## config.mk

```make
export PLATFORM = sky130hd
export DESIGN_NAME = fetch_stage2_predecode
export DESIGN_NICKNAME = d
export VERILOG_FILES = /design/src/rtl/fetch_pkg.sv /design/src/rtl/fetch_stage2_predecode_slot.sv /design/src/rtl/fetch_stage2_predecode.sv
export SDC_FILE = /design/constraint.sdc
export NUM_CORES = 2
export LEC_CHECK = 0
export CAP_MARGIN = 40
export CORE_MARGIN = 2
export CORE_UTILIZATION = 25
export CTS_CLUSTER_DIAMETER = 200
export DETAILED_ROUTE_END_ITERATION = 10
export HOLD_SLACK_MARGIN = 0.06
export PLACE_DENSITY = 0.47
export SYNTH_ARGS = -nofsm -noshare
export SYNTH_HDL_FRONTEND = slang
export SYNTH_HIERARCHICAL = 1
export SYNTH_SLANG_ARGS = --single-unit
export TNS_END_PERCENT = 5
```

## constraint.sdc

```tcl
create_clock -name clk -period 19.36 [get_ports clk]
set_clock_uncertainty 0.2 [all_clocks]
set_input_delay 3.872 -clock clk [delete_from_list [all_inputs] [get_ports clk]]
set_output_delay 3.872 -clock clk [all_outputs]
set_load 0.1 [all_outputs]
```

## src/rtl/fetch_pkg.sv

```systemverilog
// Fetch stage 2 shared definitions: bundle geometry,
// opcode classes and control-type encoding.
package fetch_pkg;

   localparam int SLOTS      = 4;
   localparam int INST_W     = 64;
   localparam int INST_BYTES = 8;
   localparam int IDX_W      = 2;

   localparam logic [7:0] OP_COND     = 8'h01;
   localparam logic [7:0] OP_JUMP_DIR = 8'h02;
   localparam logic [7:0] OP_CALL_DIR = 8'h03;
   localparam logic [7:0] OP_JUMP_IND = 8'h04;
   localparam logic [7:0] OP_CALL_IND = 8'h05;
   localparam logic [7:0] OP_RETURN   = 8'h06;

   typedef enum logic [2:0] {
      CLS_OTHER,
      CLS_COND,
      CLS_JUMP_DIR,
      CLS_CALL_DIR,
      CLS_JUMP_IND,
      CLS_CALL_IND,
      CLS_RETURN
   } opClass_e;

   typedef enum logic [1:0] {
      CT_RETURN = 2'b00,
      CT_CALL   = 2'b01,
      CT_JUMP   = 2'b10,
      CT_COND   = 2'b11
   } ctrlType_e;

   function automatic ctrlType_e ctrlTypeOf(opClass_e c);
      ctrlType_e t;
      case (c)
         CLS_RETURN:                 t = CT_RETURN;
         CLS_CALL_DIR, CLS_CALL_IND: t = CT_CALL;
         CLS_COND:                   t = CT_COND;
         default:                    t = CT_JUMP;
      endcase
      return t;
   endfunction

endpackage

```

## src/rtl/fetch_stage2_predecode_slot.sv

```systemverilog
// Single-slot predecode: opcode class and the
// statically known target of direct branches.
module predecode_slot
   import fetch_pkg::*;
#(
   parameter int SIZE_PC = 32
) (
   input  logic [INST_W-1:0]  inst,
   input  logic [SIZE_PC-1:0] slotPc,
   output opClass_e           opClass,
   output logic               isCtrl,
   output logic [SIZE_PC-1:0] directTarget
);

   logic [7:0]         opcode;
   logic [SIZE_PC-1:0] condOffset;
   logic [SIZE_PC-1:0] jumpTarget;
   logic               unusedInst;

   assign opcode     = inst[INST_W-1 -: 8];
   assign unusedInst = ^inst[55:26];

   // Offsets count instructions, hence the 3-bit shift.
   assign condOffset = {{(SIZE_PC-19){inst[15]}},
                        inst[15:0], 3'b000};
   assign jumpTarget = {slotPc[SIZE_PC-1:29],
                        inst[25:0], 3'b000};

   always_comb begin
      opClass = CLS_OTHER;
      unique case (1'b1)
         opcode == OP_COND:     opClass = CLS_COND;
         opcode == OP_JUMP_DIR: opClass = CLS_JUMP_DIR;
         opcode == OP_CALL_DIR: opClass = CLS_CALL_DIR;
         opcode == OP_JUMP_IND: opClass = CLS_JUMP_IND;
         opcode == OP_CALL_IND: opClass = CLS_CALL_IND;
         opcode == OP_RETURN:   opClass = CLS_RETURN;
         default:               opClass = CLS_OTHER;
      endcase
   end

   assign isCtrl = opClass != CLS_OTHER;

   always_comb begin
      directTarget = '0;
      unique case (opClass)
         CLS_COND:
            directTarget = slotPc
                         + SIZE_PC'(INST_BYTES)
                         + condOffset;
         CLS_JUMP_DIR, CLS_CALL_DIR:
            directTarget = jumpTarget;
         default:
            directTarget = '0;
      endcase
   end

endmodule

```

## src/rtl/fetch_stage2_predecode.sv

```systemverilog
// Fetch stage 2: registers the fetch-1 bundle, predecodes it
// and issues ID-level redirects and RAS fix-ups.
module fetch_stage2_predecode
   import fetch_pkg::*;
#(
   parameter int SIZE_PC = 32
) (
   input  logic                      clk,
   input  logic                      reset,
   input  logic                      stall_i,
   input  logic                      flush_i,
   input  logic                      fs1Ready_i,
   input  logic [SLOTS*INST_W-1:0]   instBundle_i,
   input  logic [SIZE_PC-1:0]        pc_i,
   input  logic [SIZE_PC-1:0]        addrRAS_CP_i,
   input  logic [SLOTS-1:0]          btbHit_i,
   input  logic [SLOTS*SIZE_PC-1:0]  btbTarget_i,
   input  logic [SLOTS-1:0]          prediction_i,
   output logic                      flagRecoverID_o,
   output logic [SIZE_PC-1:0]        targetAddrID_o,
   output logic                      flagCallID_o,
   output logic [SIZE_PC-1:0]        callPCID_o,
   output logic                      flagRtrID_o,
   output logic                      fs2Ready_o,
   output logic [SLOTS*INST_W-1:0]   instBundle_o,
   output logic [SIZE_PC-1:0]        pc_o,
   output logic [SLOTS-1:0]          validMask_o,
   output logic [SLOTS-1:0]          predTaken_o,
   output logic [31:0]               recoverCount_o
);

   logic                     validR;
   logic [SLOTS*INST_W-1:0]  instR;
   logic [SIZE_PC-1:0]       pcR;
   logic [SIZE_PC-1:0]       rasR;
   logic [SLOTS-1:0]         hitR;
   logic [SLOTS*SIZE_PC-1:0] tgtR;
   logic [SLOTS-1:0]         predR;
   logic [31:0]              recoverCnt;

   logic [SIZE_PC-1:0] slotPc [SLOTS];
   logic [SIZE_PC-1:0] btbTgt [SLOTS];
   logic [SIZE_PC-1:0] dirTgt [SLOTS];
   opClass_e           cls    [SLOTS];
   logic [SLOTS-1:0]   isCtrl;
   logic [SLOTS-1:0]   taken;

   logic               anyTaken;
   logic               anyHit;
   logic [IDX_W-1:0]   takenIdx;
   logic [IDX_W-1:0]   hitIdx;
   logic               isDirect;
   logic               reqDirect;
   logic               reqReturn;
   logic               reqFall;
   logic               required;
   logic               flagRecover;
   logic [SIZE_PC-1:0] redirectTarget;

   for (genvar g = 0; g < SLOTS; g++) begin : gSlot
      assign slotPc[g] = pcR + SIZE_PC'(g*INST_BYTES);
      assign btbTgt[g] = tgtR[g*SIZE_PC +: SIZE_PC];

      predecode_slot #(
         .SIZE_PC (SIZE_PC)
      ) uPredecode (
         .inst         (instR[g*INST_W +: INST_W]),
         .slotPc       (slotPc[g]),
         .opClass      (cls[g]),
         .isCtrl       (isCtrl[g]),
         .directTarget (dirTgt[g])
      );
   end

   always_comb begin
      taken = '0;
      for (int i = 0; i < SLOTS; i++) begin
         unique case (cls[i])
            CLS_COND:
               taken[i] = predR[i] & hitR[i];
            CLS_JUMP_DIR, CLS_CALL_DIR, CLS_RETURN:
               taken[i] = 1'b1;
            CLS_JUMP_IND, CLS_CALL_IND:
               taken[i] = hitR[i];
            default:
               taken[i] = 1'b0;
         endcase
      end
   end

   // Walk high to low so the lowest index wins.
   always_comb begin
      anyTaken = 1'b0;
      takenIdx = '0;
      anyHit   = 1'b0;
      hitIdx   = '0;
      for (int i = SLOTS-1; i >= 0; i--) begin
         if (taken[i]) begin
            anyTaken = 1'b1;
            takenIdx = IDX_W'(i);
         end
         if (hitR[i]) begin
            anyHit = 1'b1;
            hitIdx = IDX_W'(i);
         end
      end
   end

   assign isDirect  = cls[takenIdx] inside
                      {CLS_COND, CLS_JUMP_DIR, CLS_CALL_DIR};
   assign reqDirect = anyTaken & isDirect
                    & (~hitR[takenIdx]
                    | (btbTgt[takenIdx] != dirTgt[takenIdx]));
   assign reqReturn = anyTaken & ~hitR[takenIdx]
                    & (cls[takenIdx] == CLS_RETURN);
   // A BTB hit on a non-branch redirected fetch-1 wrongly.
   assign reqFall   = anyHit & ~isCtrl[hitIdx]
                    & ~(anyTaken & (takenIdx < hitIdx));
   assign required  = reqDirect | reqReturn | reqFall;

   always_comb begin
      redirectTarget = dirTgt[takenIdx];
      if (reqFall)
         redirectTarget = slotPc[hitIdx]
                        + SIZE_PC'(INST_BYTES);
      else if (reqReturn)
         redirectTarget = rasR;
   end

   assign flagRecover = validR & ~stall_i
                      & ~flush_i & required;

   assign flagRecoverID_o = flagRecover;
   assign targetAddrID_o  = required ? redirectTarget : '0;
   assign flagRtrID_o     = flagRecover & ~reqFall & reqReturn;
   assign flagCallID_o    = flagRecover & ~reqFall
                          & ~hitR[takenIdx]
                          & (cls[takenIdx] == CLS_CALL_DIR);
   assign callPCID_o      = flagCallID_o
                          ? slotPc[takenIdx] + SIZE_PC'(INST_BYTES)
                          : '0;

   always_comb begin
      validMask_o = {SLOTS{validR}};
      predTaken_o = '0;
      for (int i = 0; i < SLOTS; i++) begin
         if (anyTaken && IDX_W'(i) > takenIdx)
            validMask_o[i] = 1'b0;
         predTaken_o[i] = validR & anyTaken
                        & (takenIdx == IDX_W'(i));
      end
   end

   assign fs2Ready_o     = validR;
   assign instBundle_o   = instR;
   assign pc_o           = pcR;
   assign recoverCount_o = recoverCnt;

   always_ff @(posedge clk or posedge reset) begin
      if (reset) begin
         validR     <= 1'b0;
         instR      <= '0;
         pcR        <= '0;
         rasR       <= '0;
         hitR       <= '0;
         tgtR       <= '0;
         predR      <= '0;
         recoverCnt <= '0;
      end else begin
         if (flush_i) begin
            validR <= 1'b0;
         end else if (~stall_i) begin
            validR <= fs1Ready_i & ~flagRecover;
            instR  <= instBundle_i;
            pcR    <= pc_i;
            rasR   <= addrRAS_CP_i;
            hitR   <= btbHit_i;
            tgtR   <= btbTarget_i;
            predR  <= prediction_i;
         end
         if (flagRecover && recoverCnt != 32'hFFFF_FFFF)
            recoverCnt <= recoverCnt + 32'd1;
      end
   end

endmodule

```

# == After elaboration in Yosys (flattened, before gate mapping) ==
# Cells that the tools add are included.
# totals
regBits,489
latchBits,0
ramBits,0
romBits,0
inputBits,461
out_inout_bits,396
elab_cells,205
memories,0
# op_classes
n_addsub,13
mul,0
div,0
order_cmp,9
n_eq_ne,58
shifts,0
n_mux,57
n_bitwise,36
reduce_logical,24
# op_table
operator,count
$mux W32,12
$bmux W32 S2,4
$pmux W32 S2,4
$add A32 B4 Y32 const B,6
$add A32 B32 Y32,4
$eq A8 B3 Y1 const B,12
$pmux W3 S6,4
$add A32 B5 Y32 const B,2
$eq A8 B2 Y1 const B,8
$eq A3 B3 Y1 const B,13
$add A32 B1 Y32 const B,1
$eq A8 B1 Y1 const B,4
$ne A32 B32 Y1,1
$ne A32 B32 Y1 const B,1
$eq A3 B2 Y1 const B,10
$and A1 B1 Y1,24
$mux W1,16
$mux W2,8
$reduce_or A2 Y1,8
$eq A3 B1 Y1 const B,5
$reduce_bool A3 Y1,5
$pmux W1 S3,4
$reduce_or A3 Y1,4
$not A1 Y1,7
16 further kinds,30

# == Depth between registers and ports, before layout ==
# logic_depth
word_depth,24
depth_mapped,30
ltp_nobuf,28

# == Modules after synthesis ==
# Netlist, hierarchy kept.
# by_module_without_submodules
mod,n_inst,cells_per_inst,area_per_inst_um2,seq_area_each_um2
fetch_stage2_predecode,1,2680,27681.5,12236.7
predecode_slot (gSlot[2].uPredecode ...),2,333,2341.0,0.0
predecode_slot (gSlot[0].uPredecode ...),2,323,2277.2,0.0

# == Worst setup path before layout ==
# No wires, ideal clock.
# synth_path
path_type,register -> output
start,"register pcR[3], in the netlist pc_o[3]"
end,output port callPCID_o[16]
arrival_ps,8391
required_time_ps,15288
setup_slack_ps,6897
stages_incl_launch_ff,31
n_path_buf,5
cell_sequence,dfrtp_1 > clkbuf_1 > inv_1 > ha_1 > nand3b_1 > or2_2 > clkbuf_1 > or3_1 > nand2_1 > ha_1 > ha_1 > buf_6 > and4_1 > and3_1 > a22oi_1 > o31ai_1 > o2111ai_1 > a21oi_1 > nor3_1 > o31ai_1 > o311ai_0 > nand3_1 > nand2_1 > a221o_1 > a2111oi_0 > a31o_2 > nand2_1 > o22ai_2 > buf_2 > buf_2 > nor4_1
# synth_lines
item,line_no,text
"start, declared",fetch_stage2_predecode.sv:34,logic [SIZE_PC-1:0] pcR;
"start signal, assigned",fetch_stage2_predecode.sv:175,pcR <= pc_i;
"end, declared",fetch_stage2_predecode.sv:22,"output logic [SIZE_PC-1:0] callPCID_o,"

==> flow_summary.ini <==
[status]
status = completed

[placed_design]
buffer_ports.inserted = 856
globalplace.congestion = 1.034
post-dp-hpwl_mm = 163.0
place_worst_setup_slack_ns = 5.289
place.detailed.instances = 6997

[pwr]
sequentialPowerShare = 0.211
clk_network_pwr_share = 0.212
max-vdd-ir-drop_v = 0.0001463
leakagePower_nw = 23.78
power_density_of_the_placed_cells_nw_per_um2 = 109.0
switchingPower_mw = 2.972
power_report.internal_total_mw = 3.395
combPwrFrac = 0.577
power.total_mw = 6.367
power.switching_fraction = 0.4668

[timing]
relSlewSlack = 0.2755
min_period_ns = 15.03
drv_slew = 0
finalSetupViolations = 0
fmax_mhz = 66.55
max_slew.worst_pin.slew_ns = 1.087
fin_setup_tns_ns = 0
final_hold_viol_count = 0
min_period_over_period = 0.7761
rsz_0062_raised_after_global_routing = no
fin_ws_ns = 4.334

[synthesis]
area_of_the_mapped_netlist_um2 = 36920
ys_types = 113
synth_sequential_area_ratio = 0.3315
number_of_flops_mapped_to_enable_cells_by_yosys = 0
post_synth.cell_area_avg_um2 = 9.248
synth_area_leaders = sky130_fd_sc_hd__dfrtp_1 (33%), sky130_fd_sc_hd__mux2_2 (14%), sky130_fd_sc_hd__ha_1 (7.7%)
syn-num-nets = 4685
post_synth_top_area_cell = sky130_fd_sc_hd__dfrtp_1
dominantRegCellSynth = sky130_fd_sc_hd__dfrtp_1
synthArstFlopShare = 1.000
synthDominantCellAreaShare = 0.3315
yosys_warnings = 6
postSynthCellCount = 3992
ys_ff_latch = 489

[critical_path]
critPathMaxStageDelay_ns = 0.90
startpoint_type = register
crit_fanout = 47
worst_path_max_delay_cell = sky130_fd_sc_hd__dfrtp_1
worstPathArrival_ns = 10.95
reg2reg_to = recoverCount_o[1]$_DFFE_PP0P_
critical_path.reg2reg.startpoint = pc_o[3]$_DFFE_PP0P_
endpoint_kind = output pin
classification_of_the_worst_setup_path = register to output pin
worstRegToRegCells = 28
worst_ep_required_time_ns = 15.29
setup_slack_on_the_worst_flop_to_flop_path_ns = 9.19

[grt]
largest_net_degree_at_the_start_of_global_routing = 163
initial_antenna_violation_count = 33
first_global_vias = 38060
grt.overflow.total = 0
grt_use_total = 0.2602
grt_first_pass_wirelength_mm = 285.6

[drt]
vias = 37520
number_of_detailed_route_iterations_in_the_first_pass = 8
routed_wirelength_mm = 202.1
postRouteAntennaNets = 0
drc = 0
post_drt_via_cell_ratio = 5.267
wl_per_cell_um = 28.36
detailedRoute.firstIterationViolations = 3235

[cts]
cts_sinks = 489
clockRootBuffer = sky130_fd_sc_hd__clkbuf_16
cts_setup_buffers = 0
cts_buffers = 66
clock_edge_transition_at_the_registers_on_the_reported_setup_and_hold_paths_ns = 0.06
htree_num_levels = 3
clk-insertion-delay-late_ns = 0.70
post_cts_resize_count = 0
post_cts_hold_buffers = 0
cts_buffer_depth = 3
tritoncts = built

[cells_and_area]
finalNetCount = 5829
final_common_cell = sky130_fd_sc_hd__clkdlybuf4s50_1
mostFrequentLayoutCells = sky130_fd_sc_hd__clkdlybuf4s50_1 (852), sky130_fd_sc_hd__dfrtp_1 (489), sky130_fd_sc_hd__mux2_2 (450)
post_route_cells_drive_above_1_share = 0.2286
fin_cells = 7125
syn2layout_area_growth_pct = 58.20

[floorplan]
die_w_um = 388.3
std_cell_rows = 141
placeableCoreArea_um2 = 147100
top_level_ports = 857
floorplan.initialDensity = 0.2509
die_h_um = 388.3
dieArea_um2 = 150800

[min_path]
worstHoldPathType = register to register
hold_path_depth = 1
hold_path_startpoint = recoverCount_o[4]$_DFFE_PP0P_
min_to = recoverCount_o[4]$_DFFE_PP0P_

[job]
timing.max_cap.violations = 0
## through the flow
step	hold slack (ns)	cell area, um^2	utilization
5_1_grt	0.3134	58400	0.3969
2_1_floorplan	0.2722	36920	-
3_5_place_dp	0.2765	56000	0.3806
4_1_cts	0.2879	58380	0.3968
6_report	0.2951	58400	0.3969
3_3_place_gp	0.2784	47100	0.3201
## power by group through the flow
stage | combinational (mW) | sequential, mW | clock [mW]
finish | 3.67 | 1.34 | 1.35
global route | 3.83 | 1.36 | 1.43
CTS | 3.65 | 1.35 | 1.39
detailed placement | 3.64 | 1.37 | 0
global placement | 3.01 | 1.36 | 0
floorplan | 1.53 | 1.88 | 0
## worst max-delay path: cells and delay by family, from the launching register on
family          cells  cell delay (ns)
flops               1             0.90
compound gates     10             3.13
simple gates        9             2.33
fa+ha+maj           3             1.13
xor+xnor            2             0.47
buf+inv             5             2.19
## final cells by class
| cell class | instances | area, um^2 |
|---|---|---|
| Antenna cell | 8 | 20.02 |
| Clock buffer | 94 | 1897 |
| Clock inverter | 25 | 481.7 |
| Fill cell | 14400 | 88730 |
| Inverter | 72 | 277.8 |
| Multi-Input combinational cell | 3134 | 22950 |
| Sequential cell | 489 | 12240 |
| Tap cell | 1930 | 2415 |
| Timing Repair Buffer | 1373 | 18120 |
## cells by family after synthesis
| group | share of synthesized area |
|---|---|
| buf+inv | 0.04928 |
| mux | 0.1427 |
| simple gates | 0.1558 |
| xor+xnor | 0.06761 |
| fa+ha+maj | 0.07944 |
| flops | 0.3315 |
| compound gates | 0.1737 |
## per-layer routing
| layer | up-vias | share of wire | GRT usage |
|---|---|---|---|
| met5 | - | 0.0011 | 0 |
| met4 | 32 | 0.047 | 0.1071 |
| met3 | 401 | 0.068 | 0.05411 |
| met2 | 1515 | 0.47 | 0.4326 |
| met1 | 18720 | 0.41 | 0.3269 |
| li1 | 16860 | - | - |
## cells in the mapped netlist (13+ instances only)
library cell,instances
sky130_fd_sc_hd__dfrtp_1,489
sky130_fd_sc_hd__mux2_2,450
sky130_fd_sc_hd__nand2_1,330
sky130_fd_sc_hd__nor2_1,241
sky130_fd_sc_hd__a21oi_1,240
sky130_fd_sc_hd__o21ai_0,230
sky130_fd_sc_hd__ha_1,228
sky130_fd_sc_hd__xor2_1,147
sky130_fd_sc_hd__xnor2_1,138
sky130_fd_sc_hd__clkbuf_1,133
sky130_fd_sc_hd__nor3_1,110
sky130_fd_sc_hd__nand3_1,102
sky130_fd_sc_hd__o21ai_1,84
sky130_fd_sc_hd__buf_2,71
sky130_fd_sc_hd__inv_1,71
sky130_fd_sc_hd__a211oi_1,65
sky130_fd_sc_hd__a21o_1,65
sky130_fd_sc_hd__buf_4,56
sky130_fd_sc_hd__nand4_1,56
sky130_fd_sc_hd__and3_1,54
sky130_fd_sc_hd__nor4_1,52
sky130_fd_sc_hd__a31oi_1,33
sky130_fd_sc_hd__o21a_1,32
sky130_fd_sc_hd__and2_1,29
sky130_fd_sc_hd__o31ai_1,23
sky130_fd_sc_hd__nor2b_1,22
sky130_fd_sc_hd__mux2i_1,19
sky130_fd_sc_hd__or3_1,19
sky130_fd_sc_hd__buf_1,18
sky130_fd_sc_hd__nand2b_1,18
sky130_fd_sc_hd__o21bai_1,18
sky130_fd_sc_hd__o22ai_1,16
sky130_fd_sc_hd__a22o_1,15
sky130_fd_sc_hd__buf_6,15
sky130_fd_sc_hd__a221oi_1,14
sky130_fd_sc_hd__nor3b_1,13
sky130_fd_sc_hd__o211ai_1,13
## flip-flops by register name, summed over array words and instances, names as in the netlist
| register | count |
|---|---|
| instBundle_o | 256 |
| predR | 4 |
| recoverCount_o | 32 |
| rasR | 32 |
| pc_o | 32 |
| hitR | 4 |
| fs2Ready_o | 1 |
| tgtR | 128 |
## worst max-delay path by stage
stage                        startpoint                endpoint  cells after the start
global placement    pc_o[3]$_DFFE_PP0P_          callPCID_o[11]                     28
global route        pc_o[3]$_DFFE_PP0P_          callPCID_o[19]                     29
floorplan                         reset  fs2Ready_o$_DFFE_PP0P_                      1
CTS                 pc_o[3]$_DFFE_PP0P_          callPCID_o[19]                     29
finish              pc_o[3]$_DFFE_PP0P_          callPCID_o[19]                     29
detailed placement  pc_o[3]$_DFFE_PP0P_          callPCID_o[19]                     29
Note: power is estimated with default switching activity, not from simulation.
==> RTL edit: new RTL, config.mk and constraints unchanged <==
Register the outputs `flagRecoverID_o` and `flagRtrID_o`, without a reset; this adds one clock of latency there. The other outputs are not delayed to match.
--- a/src/rtl/fetch_stage2_predecode.sv
+++ b/src/rtl/fetch_stage2_predecode.sv
@@ -130,9 +130,11 @@
    assign flagRecover = validR & ~stall_i
                       & ~flush_i & required;
 
-   assign flagRecoverID_o = flagRecover;
    assign targetAddrID_o  = required ? redirectTarget : '0;
-   assign flagRtrID_o     = flagRecover & ~reqFall & reqReturn;
+   always_ff @(posedge clk) begin
+      flagRecoverID_o <= flagRecover;
+      flagRtrID_o     <= flagRecover & ~reqFall & reqReturn;
+   end
    assign flagCallID_o    = flagRecover & ~reqFall
                           & ~hitR[takenIdx]
                           & (cls[takenIdx] == CLS_CALL_DIR);
Behaviour: not the same (Yosys sat finds a counterexample within 4 cycles, from zero or initial values and one cycle with reset high).
==> RTL edit against the original RTL <==
Wire length barely moved. Power fell by 1.4%. Register-to-register slack improved by 290 ps. Synthesized area rose by 0.11%. Setup slack improved by 380 ps. Final cell count barely moved. Sequential power barely moved. Cell area fell by 0.57%. Critical path depth did not move. Sequential cell count rose by 2. Combinational power barely moved.
==> RTL edit: results (changes against the original RTL) <==
| Metric | Value |
|---|---|
| Setup slack at placement | `5820 ps (was 5290 ps)` |
| Reg power frac | `0.214 (was 0.211)` |
| Mapped Cells | `3,994 (was 3,992)` |
| Met2 usage | `0.427 (was 0.433)` |
| Run status | `completed (unchanged)` |
| Min-delay src | `recoverCount_o[4]$_DFFE_PP0P_ (unchanged)` |
| Post-synthesis sequential area ratio | `0.332 (was 0.331)` |
| R2r setup slk | `9480 ps (was 9190 ps)` |
| Top cells by area, synth | `dfrtp_1 (33%), mux2_2 (14%), ha_1 (7.7%), xor2_1 (3.5%), nand2_1 (3.4%) (unchanged)` |
| Yosys cell types | `114 (was 113)` |
| Worst Max-Slew Pin Slew | `1100 ps (was 1090 ps)` |
| Detailed Routing Iterations Pass 1 | `7 (was 8)` |
| Final worst hold slack | `287 ps (was 295 ps)` |
| Lkg Pwr | `23.6 nW (was 23.8 nW)` |
| # Post-CTS Setup Buffers | `0 (unchanged)` |
| Met3 WL | `14,500 um (was 13,800 um)` |
| Setup Viol. Count Final | `0 (unchanged)` |
| Final std cells w/o fill | `7,119 (was 7,125)` |
| Sw power | `2.97 mW (about the same)` |
| Largest net degree at the start of global routing | `168 (was 163)` |
| Fill count | `14,200 (was 14,400)` |
| Placed Instances | `6,989 (was 6,997)` |
| Nets | `5,821 (was 5,829)` |
| Met2 WL | `94,700 um (was 95,900 um)` |
| HPWL Detailed | `163,000 um (about the same)` |
| Met3 Track Usage GR | `0.0564 (was 0.0541)` |
| Asr flop ratio synth | `0.996 (was 1.00)` |
| DP Area | `0.0558 sq mm (was 0.0560 sq mm)` |
| CP max stage delay | `840 ps (was 900 ps)` |
| Synth Net Count | `4,687 (was 4,685)` |
| Gpl congestion | `1.01 (was 1.03)` |
| Maximum vdd drop | `0.144 mV (was 0.146 mV)` |
| PD cells | `108 mW/mm^2 (was 109 mW/mm^2)` |
| WL met1 | `82,500 um (was 82,800 um)` |
| Via count | `37,600 (was 37,500)` |
| Total wire length | `202,000 um (about the same)` |
| CP Data Arrival Time | `10,580 ps (was 10,950 ps)` |
| Layout cell share with drive strength beyond 1 | `0.227 (was 0.229)` |
| GR Util met1 | `0.329 (was 0.327)` |
| Achievable frequency | `68.3 MHz (was 66.6 MHz)` |
| First DRT Iteration DRCs | `3,334 (was 3,235)` |
-- RTL edit: cell count changes in the layout (fill, tap and decap cells not counted), sizes merged --
cell / unedited run / this run
buf: 519 / 513
bufinv: 8 / 2
clkbuf: 95 / 100
clkdlybuf4s50: 852 / 850
clkinv: 12 / 14
dfxtp: 0 / 2
clkdlybuf4s15: 1 / 0
clkinvlp: 2 / 1
inv: 75 / 76
-- RTL edit: final cells by class --
cell class,count,area (sq um),area share
clock buffers,100,1910,0.0329
clock inverters,21,310,0.00534
multi-input cells,3134,23000,0.395
flip-flops and latches,491,12300,0.211
repair buffers,1363,17900,0.308
diodes,8,20.0,0.000345
inverters,72,278,0.00478
well taps,1930,2410,0.0416
-- RTL edit: kinds of logic after synthesis --
group           count (synthesis)  synth area share
fa+ha+maj                     232            0.0794
simple gates                 1146             0.156
flops                         491             0.332
mux                           470             0.143
xor+xnor                      285            0.0675
compound gates               1001             0.174
buf+inv                       369            0.0492
